<file path="config.mk">
export PLATFORM = sky130hd
export DESIGN_NAME = mem_access_stage
export DESIGN_NICKNAME = d
export VERILOG_FILES = /design/src/rtl/mem_stage_pkg.sv /design/src/rtl/mem_lane_align.sv /design/src/rtl/mem_access_stage.sv
export SDC_FILE = /design/constraint.sdc
export NUM_CORES = 1
export LEC_CHECK = 0
export CORE_AREA = 5 5 112 167
export CTS_BUF_LIST = sky130_fd_sc_hd__clkbuf_8 sky130_fd_sc_hd__clkbuf_16
export CTS_CLUSTER_DIAMETER = 50
export CTS_CLUSTER_SIZE = 20
export DETAILED_ROUTE_END_ITERATION = 10
export DIE_AREA = 0 0 117 172
export HOLD_SLACK_MARGIN = 0.15
export PLACE_DENSITY_LB_ADDON = 0.05
export SLEW_MARGIN = 20
export SYNTH_ARGS = -nofsm -noshare
export SYNTH_HDL_FRONTEND = slang
export SYNTH_SLANG_ARGS = --single-unit
</file>
<file path="constraint.sdc">
create_clock -name clock -period 3.4 [get_ports clock]
set_input_delay 0.34 -clock clock [delete_from_list [all_inputs] [get_ports clock]]
set_output_delay 0.34 -clock clock [all_outputs]
set_load 0.005 [all_outputs]
</file>
<file path="src/rtl/mem_stage_pkg.sv">
// Shared encodings for the data-memory access stage: op codes, FSM states, access size.
// Also holds the alignment and load/store classification helpers used by the stage.
package mem_stage_pkg;

  localparam logic [2:0] OP_LW  = 3'd0;
  localparam logic [2:0] OP_LH  = 3'd1;
  localparam logic [2:0] OP_LHU = 3'd2;
  localparam logic [2:0] OP_LB  = 3'd3;
  localparam logic [2:0] OP_LBU = 3'd4;
  localparam logic [2:0] OP_SW  = 3'd5;
  localparam logic [2:0] OP_SH  = 3'd6;
  localparam logic [2:0] OP_SB  = 3'd7;

  localparam logic [1:0] ACCESS_WORD = 2'b00;

  typedef enum logic [2:0] {
    ST_IDLE   = 3'd0,
    ST_RD_REQ = 3'd1,
    ST_RD_CAP = 3'd2,
    ST_WR_REQ = 3'd3,
    ST_DONE   = 3'd4
  } state_e;

  function automatic logic is_misaligned(input logic [2:0] op, input logic [1:0] off);
    logic mis;
    mis = 1'b0;
    case (op)
      OP_LW, OP_SW:         mis = (off != 2'b00);
      OP_LH, OP_LHU, OP_SH: mis = off[0];
      default:              mis = 1'b0;
    endcase
    return mis;
  endfunction

  function automatic logic is_load(input logic [2:0] op);
    return (op <= OP_LBU);
  endfunction

endpackage

</file>
<file path="src/rtl/mem_lane_align.sv">
// Big-endian lane logic: extracts/extends a loaded byte or halfword and merges store lanes.
// Purely combinational; offset 0 selects bits [31:24].
module mem_lane_align
  import mem_stage_pkg::*;
(
  input  logic [2:0]  op,
  input  logic [1:0]  offset,
  input  logic [31:0] rd_word,
  input  logic [31:0] st_data,
  output logic [31:0] ld_data,
  output logic [31:0] merged
);

  logic [7:0]  byte_sel;
  logic [15:0] half_sel;

  always_comb begin
    byte_sel = 8'h00;
    case (offset)
      2'd0:    byte_sel = rd_word[31:24];
      2'd1:    byte_sel = rd_word[23:16];
      2'd2:    byte_sel = rd_word[15:8];
      default: byte_sel = rd_word[7:0];
    endcase
    half_sel = offset[1] ? rd_word[15:0] : rd_word[31:16];
  end

  always_comb begin
    ld_data = rd_word;
    case (op)
      OP_LB:   ld_data = {{24{byte_sel[7]}}, byte_sel};
      OP_LBU:  ld_data = {24'h000000, byte_sel};
      OP_LH:   ld_data = {{16{half_sel[15]}}, half_sel};
      OP_LHU:  ld_data = {16'h0000, half_sel};
      default: ld_data = rd_word;
    endcase
  end

  always_comb begin
    merged = rd_word;
    if (op == OP_SB) begin
      case (offset)
        2'd0:    merged[31:24] = st_data[7:0];
        2'd1:    merged[23:16] = st_data[7:0];
        2'd2:    merged[15:8]  = st_data[7:0];
        default: merged[7:0]   = st_data[7:0];
      endcase
    end else if (op == OP_SH) begin
      if (offset[1]) merged[15:0]  = st_data[15:0];
      else           merged[31:16] = st_data[15:0];
    end
  end

endmodule

</file>
<file path="src/rtl/mem_access_stage.sv">
// Memory access stage: one op in flight; loads 3 cycles, SW 2, SB/SH read-modify-write 4, faults 1.
// in_ready is high only in IDLE; upstream holds its op until then.
module mem_access_stage
  import mem_stage_pkg::*;
#(
  parameter int ADDR_W = 32,
  parameter int DATA_W = 32
) (
  input  logic              clock,
  input  logic              reset,
  input  logic              in_valid,
  output logic              in_ready,
  input  logic [2:0]        op,
  input  logic [ADDR_W-1:0] addr,
  input  logic [DATA_W-1:0] store_data,
  input  logic [4:0]        dest_reg,
  output logic [ADDR_W-1:0] dm_address,
  output logic [DATA_W-1:0] dm_data_in,
  output logic [1:0]        dm_access_size,
  output logic              dm_rw,
  output logic              dm_enable,
  input  logic [DATA_W-1:0] dm_data_out,
  output logic              out_valid,
  output logic [DATA_W-1:0] out_data,
  output logic [4:0]        out_dest,
  output logic              out_wb_en,
  output logic              misalign
);

  state_e            state_q, state_d;
  logic [2:0]        op_q, op_d;
  logic [ADDR_W-1:0] addr_q, addr_d;
  logic [DATA_W-1:0] wdata_q, wdata_d;
  logic [DATA_W-1:0] out_data_q, out_data_d;
  logic [4:0]        out_dest_q, out_dest_d;
  logic              out_wb_en_q, out_wb_en_d;
  logic              misalign_q, misalign_d;

  logic [DATA_W-1:0] ld_data;
  logic [DATA_W-1:0] merged;

  // wdata_q carries the raw store data until RD_CAP replaces it with the merged word.
  mem_lane_align u_lane (
    .op      (op_q),
    .offset  (addr_q[1:0]),
    .rd_word (dm_data_out),
    .st_data (wdata_q),
    .ld_data (ld_data),
    .merged  (merged)
  );

  always_comb begin
    state_d     = state_q;
    op_d        = op_q;
    addr_d      = addr_q;
    wdata_d     = wdata_q;
    out_data_d  = out_data_q;
    out_dest_d  = out_dest_q;
    out_wb_en_d = out_wb_en_q;
    misalign_d  = misalign_q;
    case (state_q)
      ST_IDLE: begin
        if (in_valid) begin
          op_d        = op;
          addr_d      = addr;
          wdata_d     = store_data;
          out_dest_d  = dest_reg;
          out_data_d  = '0;
          out_wb_en_d = 1'b0;
          misalign_d  = is_misaligned(op, addr[1:0]);
          if (is_misaligned(op, addr[1:0])) state_d = ST_DONE;
          else if (op == OP_SW)             state_d = ST_WR_REQ;
          else                              state_d = ST_RD_REQ;
        end
      end
      ST_RD_REQ: state_d = ST_RD_CAP;
      ST_RD_CAP: begin
        if (is_load(op_q)) begin
          out_data_d  = ld_data;
          out_wb_en_d = 1'b1;
          state_d     = ST_DONE;
        end else begin
          wdata_d = merged;
          state_d = ST_WR_REQ;
        end
      end
      ST_WR_REQ: state_d = ST_DONE;
      ST_DONE:   state_d = ST_IDLE;
      default:   state_d = ST_IDLE;
    endcase
  end

  always_ff @(posedge clock or posedge reset) begin
    if (reset) begin
      state_q     <= ST_IDLE;
      op_q        <= OP_LW;
      addr_q      <= '0;
      wdata_q     <= '0;
      out_data_q  <= '0;
      out_dest_q  <= '0;
      out_wb_en_q <= 1'b0;
      misalign_q  <= 1'b0;
    end else begin
      state_q     <= state_d;
      op_q        <= op_d;
      addr_q      <= addr_d;
      wdata_q     <= wdata_d;
      out_data_q  <= out_data_d;
      out_dest_q  <= out_dest_d;
      out_wb_en_q <= out_wb_en_d;
      misalign_q  <= misalign_d;
    end
  end

  // Strobes decode from state so an async reset drops them at once.
  assign in_ready       = (state_q == ST_IDLE);
  assign dm_enable      = (state_q == ST_RD_REQ) || (state_q == ST_WR_REQ);
  assign dm_rw          = (state_q != ST_WR_REQ);
  assign dm_address     = {addr_q[ADDR_W-1:2], 2'b00};
  assign dm_data_in     = wdata_q;
  assign dm_access_size = ACCESS_WORD;
  assign out_valid      = (state_q == ST_DONE);
  assign out_data       = out_data_q;
  assign out_dest       = out_dest_q;
  assign out_wb_en      = out_wb_en_q;
  assign misalign       = misalign_q;

endmodule

</file>
* Yosys cells after proc, flatten, opt, wreduce, memory -nomap -nowiden
Cells that the tools add are included.
** Word-level totals
- Output and inout port bits :: 109
- Bits of input ports :: 107
- Word-level logic and storage cells :: 75
- Flip-flop bits (word level) :: 109
** Cells by class
- Reductions and logical operators :: 14
- Multiplexer cells :: 28
- Equal/unequal tests :: 22
- Order comparisons :: 1
** Operators with widths (number)
- $mux W32 :: 6
- $pmux W32 S2 :: 2
- $pmux W32 S4 :: 1
- $mux W16 :: 3
- $mux W8 :: 4
- $pmux W8 S3 :: 1
- $eq A3 B3 Y1 const B :: 6
- $eq A3 B2 Y1 const B :: 5
- $pmux W3 S4 :: 1
- $eq A3 B1 Y1 const B :: 3
- $mux W3 :: 3
- $logic_not A3 Y1 :: 2
- $ne A2 B2 Y1 const B :: 3
- $reduce_and A3 Y1 :: 2
- $reduce_or A3 Y1 :: 2
- $reduce_and A5 Y1 :: 1
- $mux W1 :: 4
- $ne A4 B3 Y1 const B :: 1
- $pmux W1 S2 :: 2
- $reduce_and A4 Y1 :: 1
- $reduce_bool A2 Y1 :: 2
- $le A3 B3 Y1 const B :: 1
- $ne A3 B2 Y1 const B :: 1
- $ne A3 B3 Y1 const B :: 1
- other kinds (7) :: 7

* Longest topological paths before layout
Gate-level depths: netlist of run 1.
- Depth in word-level cells :: 8
- Mapped depth :: 7
- Depth with buffers taken out :: 4

* Modules after synthesis
From an unflattened synthesis of run 1, not the netlist that was laid out.
** Unflattened totals
- Cells, all modules :: 619
- Area, all modules :: 6492.5 um2
** By module, submodules not included
- mem_access_stage :: area each 4817.1 um2, cells an instance 416, sequential area each 2727.6 um2, instances 1
- mem_lane_align :: area each 1675.4 um2, cells an instance 203, sequential area each 0.0 um2, instances 1

* Worst setup path before layout of run 1
Ideal clock, no wire load.
- Kind :: flip-flop to flip-flop
- From :: register addr_q[0]
- To :: register wdata_q[10] (netlist: dm_data_in[10])
- Library setup time :: 126 ps
- Data required time :: 3274 ps
- Buffers on the path :: 3
- Period minus slack after synthesis :: 1824 ps
- Slack :: 1576 ps
- Cell stages (with the launch flop) :: 8
- Arrival time :: 1698 ps
- Path through :: dfrtp_1 buf_4 and3b_1 buf_6 and3_4 buf_6 mux2_4 a221o_1
** On the way
- Longest elaborated chain between the ends :: 5
** RTL lines
- from (decl) :: RTL line mem_access_stage.sv:32 : logic [ADDR_W-1:0] addr_q, addr_d;
- from (signal assigned) :: RTL line mem_access_stage.sv:106 : addr_q <= addr_d;
- $eq A2 B2 Y1 :: RTL line mem_lane_align.sv:42 : case (offset)
- $mux W8 :: RTL line mem_lane_align.sv:42
- $mux W32 :: RTL line mem_lane_align.sv:41 : if (op == OP_SB) begin
- $mux W32 :: RTL line mem_access_stage.sv:78 : if (is_load(op_q)) begin
- $pmux W32 S2 :: RTL line mem_access_stage.sv:61 : case (state_q)
- to (signal assigned) :: RTL line mem_access_stage.sv:107 : wdata_q <= wdata_d;
- to (decl) :: RTL line mem_access_stage.sv:33 : logic [DATA_W-1:0] wdata_q, wdata_d;
Every way passes these cells. The select of a mux whose other input is x is not followed.
A chain may end at the register's enable or synchronous reset.

* Worst setup path after layout of run 1
- From :: register op_q[0]
- To :: register wdata_q[8] (netlist: dm_data_in[8])
** On the way
- Longest elaborated chain between the ends :: 5
- Elaborated cells on any way between the ends :: 10
- Those cells by class :: order compare: 1; eq/ne: 4; mux: 4; reduce/logical: 1
** RTL lines
- from (decl) :: RTL line mem_access_stage.sv:31 : logic [2:0] op_q, op_d;
- from (signal assigned) :: RTL line mem_access_stage.sv:105 : op_q <= op_d;
- $eq A3 B3 Y1 :: RTL line mem_lane_align.sv:48 : end else if (op == OP_SH) begin
- $mux W32 :: RTL line mem_lane_align.sv:48
- $mux W32 :: RTL line mem_lane_align.sv:41
- $mux W32 :: RTL line mem_access_stage.sv:78
- $pmux W32 S2 :: RTL line mem_access_stage.sv:61
Several ways; a longest one is shown, not always the timed one. The select of a mux whose other input is x is not followed.

==> results of run 1 <==
## critical path, cell delays in order, from the launching register on
cell	delay, ns
dfrtp_1	0.79
and3b_1	0.52
and3_4	0.36
mux2_4	0.33
a221o_1	0.29
## synth_stat cells (all sizes together)
library cell	count	area, sq um
or3	2	12.51
o22ai	9	56.30
nand2	64	240.2
o21ai	46	230.2
mux2i	17	170.2
nor4b	2	32.53
mux2	55	645.6
and2	10	62.56
a311oi	3	50.05
inv	6	22.52
o41ai	1	8.760
nand3b	2	15.01
buf	60	407.9
nand3	1	5.000
a21oi	23	130.1
o21bai	1	7.510
o211ai	8	60.06
a211o	8	70.07
dfrtp	109	2728
a2111o	1	11.26
nor3	7	35.03
nor2b	5	31.28
a32oi	9	78.83
o21a	2	15.01
nor3b	3	27.52
a22o	1	8.760
clkbuf	14	53.80
and4	1	8.760
o2111ai	1	8.760
and3b	2	17.52
nand4	2	12.51
xnor2	1	8.760
a221o	8	80.08
nand2b	12	75.07
o31ai	1	7.510
mux4	7	161.4
a211oi	1	7.510
nor2	24	92.59
conb	1	3.750
a22oi	2	15.01
or3b	1	8.760
and3	17	111.4
a21o	1	15.01
nor4bb	1	10.01
a31oi	2	12.51
## cell families (layout without fill, tap and decap cells)
kind of cell,count (synthesis),in the layout
mux,79,79
compound gates,128,128
buf+inv,80,244
xor+xnor,1,1
other cells,1,4
simple gates,156,156
flops,109,109
## area by class of cell
class / count / area [sq um] / share of cell area
Sequential cell: 109 / 2728 / 0.3324
Multi-Input combinational cell: 368 / 2674 / 0.3258
Timing Repair Buffer: 222 / 2207 / 0.2689
Tap cell: 213 / 266.5 / 0.03247
Clock buffer: 9 / 225.2 / 0.02744
Clock inverter: 7 / 81.33 / 0.009910
Inverter: 6 / 25.02 / 0.003049
## final timing paths
check	startpoint	endpoint	slack [ns]	cells after the start
max	op_q[0]	dm_data_in[8]	1.00	4
min	reset	addr_q[15]	0.36	2
max reg2reg	op_q[0]	dm_data_in[8]	1.00	4
min reg2reg	dm_data_in[31]	dm_data_in[31]	0.49	1
max in group asynchronous	reset	op_q[1]	2.25	3
min in group clock	dm_data_in[31]	dm_data_in[31]	0.49	1
## power breakdown
part / internal [uW] / switching (uW)
clock: 586 / 528
combinational: 2120 / 1500
sequential: 1930 / 617
## metal layers
| metal | vias to the layer above | share of wire | GRT usage |
|---|---|---|---|
| met5 | - | 0 | 0 |
| met3 | 28 | 0.073 | 0.03887 |
| met1 | 2460 | 0.36 | 0.2228 |
| li1 | 2268 | - | - |
| met4 | 0 | 0.029 | 0.06437 |
| met2 | 184 | 0.53 | 0.3498 |
## registers in the layout, indices dropped and copies added, names as in the netlist
| signal | count |
|---|---|
| addr_q | 32 |
| dm_data_in | 32 |
| out_data | 32 |
| out_dest | 5 |
| op_q | 3 |
| state_q | 3 |
| misalign | 1 |
| out_wb_en | 1 |
## stage by stage
stage	area, sq um	cells	util	power, uW	setup WS, ns
6_report	8207	934	0.4792	7280	1.002
3_3_place_gp	7899	918	0.4612	6159	0.8981
4_1_cts	8205	934	0.4791	7382	0.8302
2_1_floorplan	5884	557	-	4565	0.1861
3_5_place_dp	7899	918	0.4612	6249	0.8061
5_1_grt	8207	934	0.4792	7780	0.9043
==> metrics.csv, run 1 <==
metric;value;unit
Layout Area Growth over Synthesis;39.73;%
Static Leak;0.003410;uW
Die X;117;microns
cell count after synthesis;554;
Setup crit end kind;flop;
Worst setup SP type;flop;
Avg Synthesized Cell Area;10.60;sq um
Simple-Gate Fraction of Synth Area;0.1359;
per-cell routed wire length;21.34;microns
post-synth cell types;60;
GRT Total Usage;0.1925;
most frequent cells in the layout;clkdlybuf4s50_1 (211), dfrtp_1 (109), nand2_1 (64);
Final min period;2.398;ns
setup TNS;0;ns
YS warnings;0;
Slew headroom;0.3370;
Routed Antenna Nets;0;
setup violators final;0;
layout cell share with drive strength beyond 1;0.1359;
part of the cycle the worst path needs;0.7053;
Pre-Repair DR Iteration Count;4;
Final Routed Wirelength;19.93;mm
Syn Std Cell Area;5873;sq um
CTS H-tree depth;3;
Max clock buf depth;2;
Post-CTS Setup Inserts;0;
Die Height;172;microns
largest family of logic cells by synthesized area;multiplexers;
Final Hold Fails;0;
Initial Util;0.3429;
Detail Placement HPWL;15.03;mm
first-pass GRT wire length;29.35;mm
initial antenna violation count;0;
status;completed;
critical path type;reg2reg;
sequential share of the synthesized area;0.4644;
Root Buffer;clkbuf_16;
Overflow after GRT;0;
WHS;0.3557;ns
WP data required;3.63;ns
most common cell after layout, fill and taps aside;clkdlybuf4s50_1;
Final Wtd Congestion;0.8027;
IO Pins;216;
Pwr Density;887.1;nW/um^2
Layout fillers;1655;
Fin Clk Skew;0.01567;ns
Via density;5.289;
Final Max Tran Viols;0;
largest net degree at the start of global routing;77;
CTS Hold Buffers Added;0;
Ant. Diodes;0;
Reg clk slew, reported paths;0.08;ns
DRC errors left;0;
maxcap violations;0;
Max FO, Critical Path;24;
Resized Gates After CTS;0;
Via Count;4940;
DRT iter0 DRCs;286;
Min-Delay Path Class;in2async;
Port Buffers;211;
Slew @ Worst Pin;0.9924;ns
row count;59;
clk sinks;109;
CTS buffer count;9;
Fmax;0.4170;GHz
Synth Area in Compound Gates;0.1487;
Clk Latency, worst-skew pair;0.36;ns
vias in the first global route;5157;
Worst Path Arrival;2.63;ns
adder-cell share of the synthesized area;0;
final net count;823;
synthesis-stage register bit count;109;
RSZ-0062 raised after global routing;no;
post-synthesis mux area share;0.1664;
Core Region;17130;sq um
VDD IR max;403.5;uV
XOR/XNOR Fraction of Synth Area;0.001491;
CTS tree;done;
Die ar.;20120;sq um
Power figures use the tool's default switching activity.
==> run 2, diff against run 1 <==
==> constraint.sdc (replaced) <==
create_clock -name clock -period 1.9 [get_ports clock]
set_input_delay 0.19 -clock clock [delete_from_list [all_inputs] [get_ports clock]]
set_output_delay 0.19 -clock clock [all_outputs]
set_load 0.005 [all_outputs]
==> metrics.csv, run 2 (synthesis gave the netlist of run 1 again) <==
metric;value;unit;change
status;completed;;unchanged
largest net degree at the start of global routing;64;;was 77
Final Wtd Congestion;0.7918;;was 0.8027
CTS buffer count;9;;unchanged
Min-Delay Path Class;in2async;;unchanged
DRT iter0 DRCs;171;;was 286
Die Height;172;microns;unchanged
Detail Placement HPWL;15.76;mm;was 15.03 mm
Pwr Density;1579;nW/um^2;was 887.1 nW/um^2
Reg clk slew, reported paths;0.08;ns;about the same
logic gate share of total power;0.556;;was 0.497
layout cell share with drive strength beyond 1;0.1953;;was 0.1359
pre-CTS setup slack;-0.05655;ns;was 0.8061 ns
Via Count;5106;;was 4940
Port Buffers;211;;unchanged
first-pass GRT wire length;30.34;mm;was 29.35 mm
initial antenna violation count;1;;was 0
post-layout util;0.5055;;was 0.4792
Overflow after GRT;0;;unchanged
setup violators final;0;;unchanged
switch share;0.3559;;was 0.3640
fin cells;982;;was 934
CTS Hold Buffers Added;0;;unchanged
Clk Latency, worst-skew pair;0.36;ns;about the same
IO Pins;216;;unchanged
WHS;0.2623;ns;was 0.3557 ns
Final Routed Wirelength;20.47;mm;was 19.93 mm
Reg-to-Reg End;dm_data_in[5];;was dm_data_in[8]
Fmax;0.5340;GHz;was 0.4170 GHz
final setup margin;0.02746;ns;was 1.002 ns
DP Area;8255;sq um;was 7899 sq um
Clock Power Share;0.135;;was 0.153
Pre-Repair DR Iteration Count;5;;was 4
Fin Clk Skew;0.01136;ns;was 0.01567 ns
Setup crit end kind;flop;;unchanged
Die X;117;microns;unchanged
critical path type;reg2reg;;unchanged
WP data required;2.15;ns;was 3.63 ns
final net count;870;;was 823
Flop pwr share;0.309;;was 0.349
clk sinks;109;;unchanged
Layout Area Growth over Synthesis;47.40;%;was 39.73%
CTS H-tree depth;3;;unchanged
Max clock buf depth;2;;unchanged
Slowest-stage cell, CP;dfrtp_2;;was dfrtp_1
Core Region;17130;sq um;unchanged
CP Cell Sequence;buf_4, nor4b_4, buf_4, a21oi_2, a21oi_4, buf_12, mux2_2;;was and3b_1, and3_4, mux2_4, a221o_1
DRC errors left;0;;unchanged
Final min period;1.873;ns;was 2.398 ns
Root Buffer;clkbuf_16;;unchanged
vias in the first global route;5499;;was 5157
VDD IR max;693.2;uV;was 403.5 uV
R2R cell count;7;;was 4
part of the cycle the worst path needs;0.9855;;was 0.7053
GRT Total Usage;0.2008;;was 0.1925
per-cell routed wire length;20.84;microns;was 21.34 microns
maxcap violations;0;;unchanged
CP most frequent cell;buf_4;;
CTS tree;done;;unchanged
most frequent cells in the layout;clkdlybuf4s50_1 (209), dfrtp_1 (108), nand2_1 (63);;was clkdlybuf4s50_1 (211), dfrtp_1 (109), nand2_1 (64)
most common cell after layout, fill and taps aside;clkdlybuf4s50_1;;unchanged
Slew headroom;0.5282;;was 0.3370
row count;59;;unchanged
sw power;4864;uW;was 2650 uW
slowest stage delay, CP;0.45;ns;was 0.79 ns
Initial Util;0.3429;;unchanged
number of cells after detailed placement;957;;was 918
cell-internal power;8802;uW;was 4630 uW
Max FO, Critical Path;8;;was 24
Final Instance Area;8657;sq um;was 8207 sq um
Slew @ Worst Pin;0.7069;ns;was 0.9924 ns
Final Hold Fails;0;;unchanged
Routed Antenna Nets;0;;unchanged
Static Leak;0.003673;uW;was 0.003410 uW
Worst setup SP type;flop;;unchanged
r2r setup slk;0.03;ns;was 1.00 ns
Final Max Tran Viols;0;;unchanged
Worst R2R Start;state_q[0];;was op_q[0]
Die ar.;20120;sq um;unchanged
Via density;5.200;;was 5.289
Worst Path Arrival;2.12;ns;was 2.63 ns
==> run 2: stage by stage <==
stage	setup TNS [ns]	power (uW)
floorplan	0	8170
global placement	-0.03998	11560
detailed placement	-0.5965	11740
CTS	0	13680
global route	-0.1169	14610
finish	0	13670
==> run 2: layout make-up <==
type                    instances  area, sq um
fillers                      1663         8469
well taps                     213        266.5
diodes                          1        2.502
flip-flops and latches        109         2729
clock inverters                 6        43.79
repair buffers                269         2654
clock buffers                  10        239.0
multi-input cells             368         2696
inverters                       6        26.28
==> run 2: per-layer routing <==
layer | wire length [microns] | share of wire | track usage
met2 | 10730 | 0.52 | 0.3584
met1 | 7333 | 0.36 | 0.2147
met5 | 0 | 0 | 0
met4 | 866 | 0.042 | 0.1038
met3 | 1536 | 0.075 | 0.05182
==> run 2: power by group through the flow <==
stage                     registers, uW  logic, uW  clock network (uW)
after floorplan                    4150       4020                   0
after global placement             4220       7340                   0
after detailed placement           4290       7460                   0
after CTS                          4240       7530                1920
after global routing               4400       8220                2000
final                              4220       7600                1840
==> run 2: repair_timing <==
item,4_1_cts,5_1_grt
gates resized for setup,6,4
buffers inserted,2,5
gates cloned,0,1
setup endpoints to repair,4,31
pin swaps,0,1
==> run 2: critical path, delay by kind of cell (launching register included) <==
kind / cells / cell delay [ns]
simple gates: 1 / 0.28
mux: 1 / 0.34
buf+inv: 3 / 0.47
compound gates: 2 / 0.22
flops: 1 / 0.45
==> run 2: worst max path at each step <==
stage,slack (ns),endpoint,cells past startpoint,startpoint
after floorplan,0.08,dm_data_in[10],7,addr_q[0]
final,0.03,dm_data_in[5],7,state_q[0]
after CTS,0.003,dm_data_in[5],5,state_q[1]
after global placement,-0.006,dm_data_in[1],5,in_valid
after global routing,-0.02,dm_data_in[5],7,state_q[0]
after detailed placement,-0.06,dm_data_in[5],5,in_valid
==> run 3, diff against run 2 <==
--- a/config.mk
+++ b/config.mk
@@ -12,7 +12,7 @@
 export DETAILED_ROUTE_END_ITERATION = 10
 export DIE_AREA = 0 0 117 172
 export HOLD_SLACK_MARGIN = 0.15
-export PLACE_DENSITY_LB_ADDON = 0.05
+export PLACE_DENSITY = 0.66
 export SLEW_MARGIN = 20
 export SYNTH_ARGS = -nofsm -noshare
 export SYNTH_HDL_FRONTEND = slang
==> metrics.csv, run 3 (synthesis gave the netlist of run 1 again) <==
metric;value;unit;change
status;completed;;unchanged
area occupied by multi-input gates;2700;sq um;was 2696 sq um
DRC errors left;0;;unchanged
IO Pins;216;;unchanged
Final min period;1.828;ns;was 1.873 ns
vias in the first global route;5385;;was 5499
Initial Util;0.3429;;unchanged
met1 wire length;7.284;mm;was 7.333 mm
metal2 WL;10.53;mm;was 10.73 mm
met3 wire length;1.525;mm;was 1.536 mm
Min-Delay Path Class;in2async;;unchanged
Die X;117;microns;unchanged
Pwr Density;1579;nW/um^2;about the same
WHS;0.3542;ns;was 0.2623 ns
slowest stage delay, CP;0.50;ns;was 0.45 ns
Final Routed Wirelength;20.00;mm;was 20.47 mm
part of the cycle the worst path needs;0.9622;;was 0.9855
Final Wtd Congestion;0.9132;;was 0.7918
Port Buffers;211;;unchanged
Post-CTS Setup Inserts;0;;was 2
Detail Placement HPWL;15.53;mm;was 15.76 mm
Setup crit end kind;primary output;;was flop
Fin Clk Skew;0.01446;ns;was 0.01136 ns
Routed Antenna Nets;0;;unchanged
first-pass GRT wire length;29.86;mm;was 30.34 mm
Max FO, Critical Path;8;;unchanged
Final Hold Fails;0;;unchanged
CTS Hold Buffers Added;0;;unchanged
layout cell share with drive strength beyond 1;0.1782;;was 0.1953
WP data required;1.71;ns;was 2.15 ns
GRT Total Usage;0.1944;;was 0.2008
clk sinks;109;;unchanged
Clk Latency, worst-skew pair;0.35;ns;was 0.36 ns
Slew headroom;0.4979;;was 0.5282
Layout fillers;1596;;was 1663
VDD IR max;664.1;uV;was 693.2 uV
Reg clk slew, reported paths;0.08;ns;about the same
Worst Path Arrival;1.64;ns;was 2.12 ns
number of cells after detailed placement;948;;was 957
Overflow after GRT;0;;unchanged
Die Height;172;microns;unchanged
Core Region;17130;sq um;unchanged
Slew @ Worst Pin;0.7524;ns;was 0.7069 ns
initial antenna violation count;1;;unchanged
Final Max Tran Viols;0;;unchanged
max layer used;met4;;unchanged
Root Buffer;clkbuf_16;;unchanged
CTS H-tree depth;3;;unchanged
CTS tree;done;;unchanged
per-cell routed wire length;20.70;microns;was 20.84 microns
maxcap violations;0;;unchanged
RSZ-0062 raised after global routing;no;;
setup violators final;0;;unchanged
critical path type;reg2out;;was reg2reg
Pre-Repair DR Iteration Count;7;;was 5
Slowest-stage cell, CP;clkdlybuf4s50_1;;was dfrtp_2
area occupied by registers;2730;sq um;was 2729 sq um
most frequent cells in the layout;clkdlybuf4s50_1 (209), dfrtp_1 (107), nand2_1 (64);;was clkdlybuf4s50_1 (209), dfrtp_1 (108), nand2_1 (63)
Via density;5.299;;was 5.200
Die ar.;20120;sq um;unchanged
Max clock buf depth;2;;unchanged
Via Count;5119;;was 5106
final net count;854;;was 870
CTS buffer count;9;;unchanged
Worst setup SP type;flop;;unchanged
largest net degree at the start of global routing;110;;was 64
Layout Area Growth over Synthesis;44.18;%;was 47.40%
Fmax;0.5470;GHz;was 0.5340 GHz
DRT iter0 DRCs;353;;was 171
CP Cell Sequence;buf_6, inv_1, nor2_2, nand2_1, clkdlybuf4s50_1;;was buf_4, nor4b_4, buf_4, a21oi_2, a21oi_4, buf_12, mux2_2
Static Leak;0.003555;uW;was 0.003673 uW
row count;59;;unchanged
R2R cell count;5;;was 7
fin cells;966;;was 982
most common cell after layout, fill and taps aside;clkdlybuf4s50_1;;unchanged
run 3: cell count changes in the layout (fill, tap and decap cells not counted), sizes merged:
cell,change
buf,-16
nand3b,+1
clkinvlp,+1
clkbuf,-2
run 3: timing repair:
item | 4_1_cts | 5_1_grt
endpoints found under the setup margin | 4 | 29
pin swaps | 0 | 1
endpoints found under the hold margin | 0 | 0
resized for setup | 4 | 7
cloned | 0 | 1
run 3: metrics by stage:
step,setup WS (ns),util,power (uW),TNS (ns),instance area (sq um)
2_1_floorplan,0.07602,-,8170,0,5888
3_3_place_gp,0.002861,0.4759,11340,0,8150
3_5_place_dp,-0.07927,0.4760,11600,-1.138,8153
4_1_cts,0.004119,0.4928,13470,0,8439
5_1_grt,0.007403,0.4944,14280,0,8468
6_report,0.07179,0.4944,13370,0,8468
run 3: power breakdown:
group	internal, uW	switching, uW	total (uW)
Sequential	3460	857	4320
Clock	911	933	1840
Combinational	4140	3070	7210
run 3: critical path: cells and delay by family, from the launching register on:
| kind | cells | cell delay [ns] |
|---|---|---|
| flops | 1 | 0.46 |
| buf+inv | 3 | 0.73 |
| simple gates | 2 | 0.11 |
run 3: final timing paths:
| path | from | to | slack, ns |
|---|---|---|---|
| max in group asynchronous | reset | addr_q[1] | 1.03 |
| hold / removal | reset | addr_q[31] | 0.35 |
| setup reg to reg | op_q[1] | dm_data_in[10] | 0.08 |
| min in group clock | addr[10] | addr_q[10] | 0.45 |
| hold reg to reg | out_data[18] | out_data[18] | 0.49 |
| setup / recovery | state_q[0] | dm_rw | 0.07 |
run 3: layout make-up:
| cell class | instances | share of cell area |
|---|---|---|
| Sequential cell | 109 | 0.3224 |
| Clock buffer | 9 | 0.02660 |
| Antenna cell | 1 | 0.0002955 |
| Clock inverter | 7 | 0.006501 |
| Multi-Input combinational cell | 369 | 0.3189 |
| Tap cell | 213 | 0.03147 |
| Timing Repair Buffer | 252 | 0.2908 |
| Inverter | 6 | 0.003103 |
run 3: routing by layer:
metal / up-vias / track usage
met3: 38 / 0.04692
met4: 0 / 0.07285
met2: 220 / 0.3485
met1: 2517 / 0.2207
met5: - / 0
li1: 2344 / -
